`config.mk`:
```
export PLATFORM = sky130hd
export DESIGN_NAME = lsu_clkgate_ctl
export DESIGN_NICKNAME = d
export VERILOG_FILES = /design/src/rtl/lsu_clkgate_ctl_pkg.sv /design/src/rtl/lsu_busclk_div.sv /design/src/rtl/lsu_clkgate_ctl.sv
export SDC_FILE = /design/constraint.sdc
export NUM_CORES = 1
export LEC_CHECK = 0
export BUFFER_PORTS_ARGS = -buffer_cell sky130_fd_sc_hd__buf_2
export CAP_MARGIN = 20
export CORE_MARGIN = 2
export CORE_UTILIZATION = 40
export DETAILED_ROUTE_END_ITERATION = 10
export GPL_ROUTABILITY_DRIVEN = 0
export PLACE_DENSITY = 0.69
export REMOVE_ABC_BUFFERS = 1
export SETUP_SLACK_MARGIN = 0.5
export SYNTH_ARGS = -nofsm -noshare
export SYNTH_HDL_FRONTEND = slang
export SYNTH_HIERARCHICAL = 1
export SYNTH_SLANG_ARGS = --single-unit
```
`constraint.sdc`:
```
create_clock -name clk -period 1.4 [get_ports clk]
set_input_delay 0.21 -clock clk [delete_from_list [all_inputs] [get_ports clk]]
set_output_delay 0.21 -clock clk [all_outputs]
set_load 0.01 [all_outputs]
```
`src/rtl/lsu_clkgate_ctl_pkg.sv`:
```
// Shared LSU clock-gating types: FSM state encoding, default widths and reset constants.
package lsu_clkgate_ctl_pkg;

  localparam int unsigned HYST_W_DEF  = 4;
  localparam int unsigned RATIO_W_DEF = 3;

  typedef enum logic [1:0] {
    ACTIVE    = 2'd0,
    COUNTDOWN = 2'd1,
    GATED     = 2'd2,
    WAKE      = 2'd3
  } lsu_cg_state_t;

  localparam lsu_cg_state_t CG_STATE_RST      = ACTIVE;
  localparam logic          CG_GATE_ENTRY_RST = 1'b0;

  // No pipe or buffer activity and no new work arriving.
  function automatic logic cg_quiet(input logic busy, input logic wake);
    return ~busy & ~wake;
  endfunction

endpackage

```
`src/rtl/lsu_busclk_div.sv`:
```
// Core-to-bus clock strobe: free-running ratio counter, independent of the gating FSM.
module lsu_busclk_div
  import lsu_clkgate_ctl_pkg::*;
#(
  parameter int unsigned RATIO_W = RATIO_W_DEF
) (
  input  logic               clk,
  input  logic               rst_l,
  input  logic [RATIO_W-1:0] i_ratio,
  output logic               o_strobe
);

  logic [RATIO_W-1:0] r_bcnt;
  logic               w_hit;

  // >= rather than == so a ratio lowered below the count fires at once and restarts.
  assign w_hit    = (r_bcnt >= i_ratio);
  assign o_strobe = w_hit;

  always_ff @(posedge clk or negedge rst_l) begin
    if (!rst_l) begin
      r_bcnt <= '0;
    end else if (w_hit) begin
      r_bcnt <= '0;
    end else begin
      r_bcnt <= r_bcnt + RATIO_W'(1);
    end
  end

endmodule

```
`src/rtl/lsu_clkgate_ctl.sv`:
```
// LSU clock-gating controller: idle-hysteresis FSM for the free clock plus the bus clock strobe.
module lsu_clkgate_ctl
  import lsu_clkgate_ctl_pkg::*;
#(
  parameter int unsigned HYST_W  = HYST_W_DEF,
  parameter int unsigned RATIO_W = RATIO_W_DEF
) (
  input  logic               clk,
  input  logic               rst_l,
  input  logic               clk_override,
  input  logic [RATIO_W-1:0] bus_clk_ratio,
  input  logic [HYST_W-1:0]  idle_hyst,
  input  logic               lsu_busy_any,
  input  logic               wake_req,
  output logic               lsu_free_clken,
  output logic               lsu_bus_clk_en,
  output logic               lsu_wake_stall,
  output logic               lsu_idle,
  output logic               lsu_gate_entry
);

  lsu_cg_state_t     r_state;
  lsu_cg_state_t     w_state_nxt;
  logic [HYST_W-1:0] r_hcnt;
  logic [HYST_W-1:0] w_hcnt_nxt;
  logic              r_gate_entry;
  logic              w_gate_entry_nxt;
  logic              w_quiet;
  logic              w_gated;

  assign w_quiet = cg_quiet(lsu_busy_any, wake_req);
  assign w_gated = (r_state == GATED);

  // Next-state and hysteresis count; override wins over every transition.
  always_comb begin
    w_state_nxt = r_state;
    w_hcnt_nxt  = r_hcnt;
    case (r_state)
      ACTIVE: begin
        if (w_quiet) begin
          if (idle_hyst == '0) begin
            w_state_nxt = GATED;
          end else begin
            w_state_nxt = COUNTDOWN;
            w_hcnt_nxt  = idle_hyst;
          end
        end
      end
      COUNTDOWN: begin
        if (!w_quiet) begin
          w_state_nxt = ACTIVE;
        end else if (r_hcnt == HYST_W'(1)) begin
          w_state_nxt = GATED;
        end else begin
          w_hcnt_nxt = r_hcnt - HYST_W'(1);
        end
      end
      GATED: begin
        if (wake_req | lsu_busy_any) begin
          w_state_nxt = WAKE;
        end
      end
      WAKE: begin
        w_state_nxt = ACTIVE;
      end
      default: begin
        w_state_nxt = ACTIVE;
      end
    endcase
    if (clk_override) begin
      w_state_nxt = ACTIVE;
      w_hcnt_nxt  = r_hcnt;
    end
    w_gate_entry_nxt = (w_state_nxt == GATED) && (r_state != GATED);
  end

  always_ff @(posedge clk or negedge rst_l) begin
    if (!rst_l) begin
      r_state      <= CG_STATE_RST;
      r_hcnt       <= '0;
      r_gate_entry <= CG_GATE_ENTRY_RST;
    end else begin
      r_state      <= w_state_nxt;
      r_hcnt       <= w_hcnt_nxt;
      r_gate_entry <= w_gate_entry_nxt;
    end
  end

  // Override opens the clock header in the same cycle and suppresses the stall.
  assign lsu_free_clken = ~w_gated | clk_override;
  assign lsu_wake_stall = w_gated & wake_req & ~clk_override;
  assign lsu_idle       = w_gated;
  assign lsu_gate_entry = r_gate_entry;

  lsu_busclk_div #(
    .RATIO_W (RATIO_W)
  ) u_busclk_div (
    .clk      (clk),
    .rst_l    (rst_l),
    .i_ratio  (bus_clk_ratio),
    .o_strobe (lsu_bus_clk_en)
  );

endmodule

```
* Yosys cells after proc, flatten, opt, wreduce, memory -nomap -nowiden
Index checks and enable logic that the tools add are counted.
** Word-level totals
- Register bits after elaboration :: 10
- Input port bits :: 12
- Word-level logic and storage cells :: 44
** Operators by class
- Order comparisons :: 1
- Mux-type cells :: 13
- Bitwise gates (word level) :: 9
- Equal/unequal tests :: 10
- Reductions and logical operators :: 5
- Add/subtract/negate cells :: 2
** Operators with widths (count)
- 4-bit two-way mux :: 4
- 2-bit two-way mux :: 6
- 2-bit != test, second input constant :: 5
- 2-bit case mux with 4 select lines :: 1
- 4-bit case mux with 2 select lines :: 1
- 2-bit == test, second input constant :: 3
- 6-bit AND reduction :: 1
- 4-bit by 1-bit == test with 1-bit output, second input constant :: 1
- 4-bit zero test :: 1
- 1-bit inverter :: 4
- 4-bit by 1-bit subtractor with 4-bit output, second input constant :: 1
- 3-bit by 1-bit adder with 3-bit output, second input constant :: 1
- 1-bit AND :: 3
- 3-bit greater-or-equal comparator :: 1
- 3-bit two-way mux :: 1
- 2-bit by 1-bit == test with 1-bit output, second input constant :: 1
- 2-bit zero test :: 1
- 1-bit OR :: 2
- 2-bit nonzero test :: 1
- 1-bit logical AND :: 1

* Longest topological paths before layout
- Word-level depth :: 7
- Gate-level depth with buffers :: 7
- Mapped depth without buffers :: 6

* Cells and area by module
Netlist, hierarchy kept.
** By module, submodules not included
- lsu_clkgate_ctl :: area an instance 451.7 µm², cells an instance 52, instances 1
- lsu_busclk_div :: area an instance 197.7 µm², cells an instance 18, instances 1

* Least setup slack after synthesis
Ideal clock, no wire load.
- Path type :: reg-to-reg
- Start :: register r_hcnt[0]
- End :: register r_hcnt[0]
- Buffers on the path :: 1
- Cell stages (with the launch flop) :: 7
- Data arrival time :: 1.390 ns
- Slack :: -0.070 ns
- Clock period less this slack :: 1.470 ns
- Setup time :: 0.079 ns
- Path through :: dfrtp_1 > ha_1 > nor3b_2 > a211oi_2 > and2_1 > buf_6 > mux2i_1
** On the way
- Cells in the longest elaborated chain, start to end :: 4
- Elaborated cells on any way between the ends :: 7
- Those cells by class :: add/sub (1); eq/ne (2); mux (3); reduce/logical (1)
** Ends and longest elaborated chain
- from (decl) :: RTL line lsu_clkgate_ctl.sv:24 : logic [HYST_W-1:0] r_hcnt;
- from (signal assigned) :: RTL line lsu_clkgate_ctl.sv:84 : r_hcnt <= w_hcnt_nxt;
- 4-bit by 1-bit subtractor with 4-bit output :: RTL line lsu_clkgate_ctl.sv:55 : w_hcnt_nxt = r_hcnt - HYST_W'(1);
- 4-bit two-way mux :: RTL line lsu_clkgate_ctl.sv:52 : end else if (r_hcnt == HYST_W'(1)) begin
- 4-bit two-way mux :: RTL line lsu_clkgate_ctl.sv:50 : if (!w_quiet) begin
- 4-bit case mux with 2 select lines :: RTL line lsu_clkgate_ctl.sv:38 : case (r_state)
Parallel ways exist; a longest one is shown, timed or not. The select of a mux whose other input is x is not followed.
A chain may end at the register's enable or synchronous reset.

* Worst setup path in the final report
- Start :: register u_busclk_div.r_bcnt[2]
- End :: output lsu_bus_clk_en
** On the way
- Cells in the longest elaborated chain, start to end :: 1
** Ends and longest elaborated chain
- from (decl) :: RTL line lsu_busclk_div.sv:13 : logic [RATIO_W-1:0] r_bcnt;
- from (signal assigned) :: RTL line lsu_busclk_div.sv:26 : r_bcnt <= r_bcnt + RATIO_W'(1);
- 3-bit greater-or-equal comparator :: RTL line lsu_busclk_div.sv:17 : assign w_hit = (r_bcnt >= i_ratio);
- to (decl) :: RTL line lsu_clkgate_ctl.sv:16 : output logic lsu_bus_clk_en,
No other way between the ends.

==> results.cfg <==
[floorplan]
core_um2 = 1510
dieArea_um2 = 1960
start_util_pct = 43.1
ios = 17
die_w_um = 44.3
die_y_um = 44.3
num_rows = 14

[place]
post-place-ws_ns = -0.0889
io_buffers = 16
dp_hpwl_um = 1070
place_inst = 112
placed_area_um2 = 825

[timing]
hold-worst-slack_ns = 0.221
hold_viol_final = 0
max_slew_margin_pct = 84.4
fmax_ghz = 0.621
rsz0062_at_grt = yes
fin_crit_ns = 1.61
tns_ns = -0.366
slew_violations = 0
setup_viol = 5
setup_ws_ns = -0.211
clock_skew_ns = 0.000449
worst_slew_pin_slew_ns = 0.233
period_share_pct = 115

[synth]
ys_async_sr_fraction_pct = 100
synth.area.mux_share_pct = 3.08
synthDistinctLibCells = 26
netlist_area_um2 = 649
synthSimpleGateAreaFrac_pct = 20.6
ys_seq_elements = 10
synthCells = 70
synth-compound-area-share_pct = 17.9
synth_top_family_by_area = simple AND/OR/NAND/NOR gates
ys_seq_area_share_pct = 38.5
synth-xor-area-share_pct = 1.35
synth-edff-count = 0
synthAdderAreaFrac_pct = 11.6
ys.flop_type = dfrtp_1
synth_warnings = 6
syn_area_per_cell_um2 = 9.28

[global_route]
grt_use_met3_pct = 2.45
antenna_found_initial = 0
grt_busiest_layer = met2
overflow = 0
grt_pass1_vias = 592
grt_max_degree = 12
grt_first_pass_wirelength_um = 2550
grtUsageTotal_pct = 17.2
met1_usage_pct = 25.3
use_met2_pct = 26.2

[cells_and_area]
drive_above_1_share_pct = 58.7
finish.utilization_pct = 71.8
final_cell_mix = buf_4, buf_2, dfrtp_1
num_antenna_cells = 0
final_common_cell = buf_4
stdcell_area_um2 = 1080
nFillCells = 101
fin_cells = 125
nets = 128
syn2layout_area_growth_pct = 66.7

[worst_setup_path]
arrival_ns = 1.40
slowest_delay_ns = 0.41
slowest_stage = dfrtp_1
required_ns = 1.19
crit_chain = ha_4 -> buf_4 -> a31o_4 -> buf_6
crit_family = flip-flops
worstPathMaxFanout = 4
crit_type = reg -> out
path_buf_inv = 2
worst_setup_path_start_kind = flip-flop
cp-end-kind = output pin

[clock_tree]
clk_pin_slew_ns = 0.06
cts_inserted_buffers = 3
cts_tree = done
clk_latency_ns = 0.26
cts_max_level = 1
clockBufferDepth = 2
cts_sinks = 10
cts_root_buffer = clkbuf_4

[routing]
drt_wl_total_um = 1670
ant_nets = 0
via_per_inst = 5.25
wire_per_inst_um = 13.3
drc = 0
drt_iter0_drc = 11
via_count = 656
first_pass_iters = 4

[hold_path]
holdCritPathClass = in -> reg

[status]
violations = negative setup slack
status = complete, but fails checks

[pwr]
power_density_nw_per_um2 = 1320
finalPower_mw = 1.43
leakagePower_nw = 0.526
vdd_ir_drop_max_v = 0.00119

[flow_run]
maxCapViolCount = 0
## registers in the layout, summed over array words and instances (netlist names)
register             flops
r_hcnt                   4
u_busclk_div/r_bcnt      3
r_state                  2
lsu_gate_entry           1
## Yosys cell counts, types with 2 or more instances
cell type | count | area [µm²]
ha_1 | 6 | 75.1
nand2_1 | 7 | 26.3
a311oi_1 | 3 | 26.3
nor2_1 | 4 | 15.0
a31oi_1 | 2 | 12.5
inv_1 | 8 | 30.0
nand2b_1 | 3 | 18.8
mux2i_1 | 2 | 20.0
a21oi_1 | 3 | 15.0
nor2b_1 | 2 | 12.5
a21o_1 | 2 | 15.0
o21ai_0 | 4 | 20.0
dfrtp_1 | 10 | 250
or3_1 | 2 | 12.5
## worst register-to-register path, delay by kind of cell, from the launching register on
kind	cells	cell delay (ns)
and+or+nand+nor	2	0.36
AOI/OAI and AO/OA	1	0.25
muxes	1	0.17
DFF	1	0.41
adders and majority gates	1	0.17
## final cells by class
type | count | area (µm²) | area share, %
multi-input cells | 50 | 484 | 44.7
repair buffers | 37 | 260 | 24.0
inverters | 8 | 30.0 | 2.77
clock buffers | 4 | 36.3 | 3.35
flip-flops and latches | 10 | 251 | 23.2
well taps | 16 | 20.0 | 1.85
## what timing repair did
| item | in CTS | in global routing |
|---|---|---|
| hold buffers | 1 | 0 |
| cloned | 0 | 0 |
| resized for setup | 15 | 15 |
| endpoints found under the hold margin | 10 | 0 |
| pin swaps | 11 | 7 |
| setup endpoints to repair | 15 | 15 |
| setup buffers | 6 | 2 |
## routing by layer
metal	up-vias	share of wire (%)
met3	0	4.3
met4	0	0
met1	311	45
met2	20	50
li1	325	-
met5	-	0
## kinds of logic (layout without fill, tap and decap cells)
| kind of cell | after synthesis | in the layout |
|---|---|---|
| AND/OR/NAND/NOR | 24 | 24 |
| AO/OA/AOI/OAI | 17 | 17 |
| flip-flops | 10 | 10 |
| multiplexers | 2 | 2 |
| XOR/XNOR | 1 | 1 |
| buffers and inverters | 10 | 49 |
| adder cells (fa/ha/maj) | 6 | 6 |
## where the power goes
| part | internal [mW] | switching, mW | leakage [nW] |
|---|---|---|---|
| Clock | 0.158 | 0.0959 | 0.0210 |
| Combinational | 0.431 | 0.318 | 0.383 |
| Sequential | 0.362 | 0.0684 | 0.122 |
## worst paths after layout
path,startpoint,to,slack [ns],depth (start not counted)
min reg2reg,u_busclk_div/r_bcnt[0],u_busclk_div/r_bcnt[0],0.53,2
min in group asynchronous,rst_l,u_busclk_div/r_bcnt[0],0.33,2
max in group asynchronous,rst_l,r_state[1],0.87,2
min,clk_override,r_state[0],0.22,3
max reg2reg,r_hcnt[0],r_hcnt[0],-0.05,5
max,u_busclk_div/r_bcnt[2],lsu_bus_clk_en,-0.21,4
No activity file was read; power rests on OpenSTA's default activity.
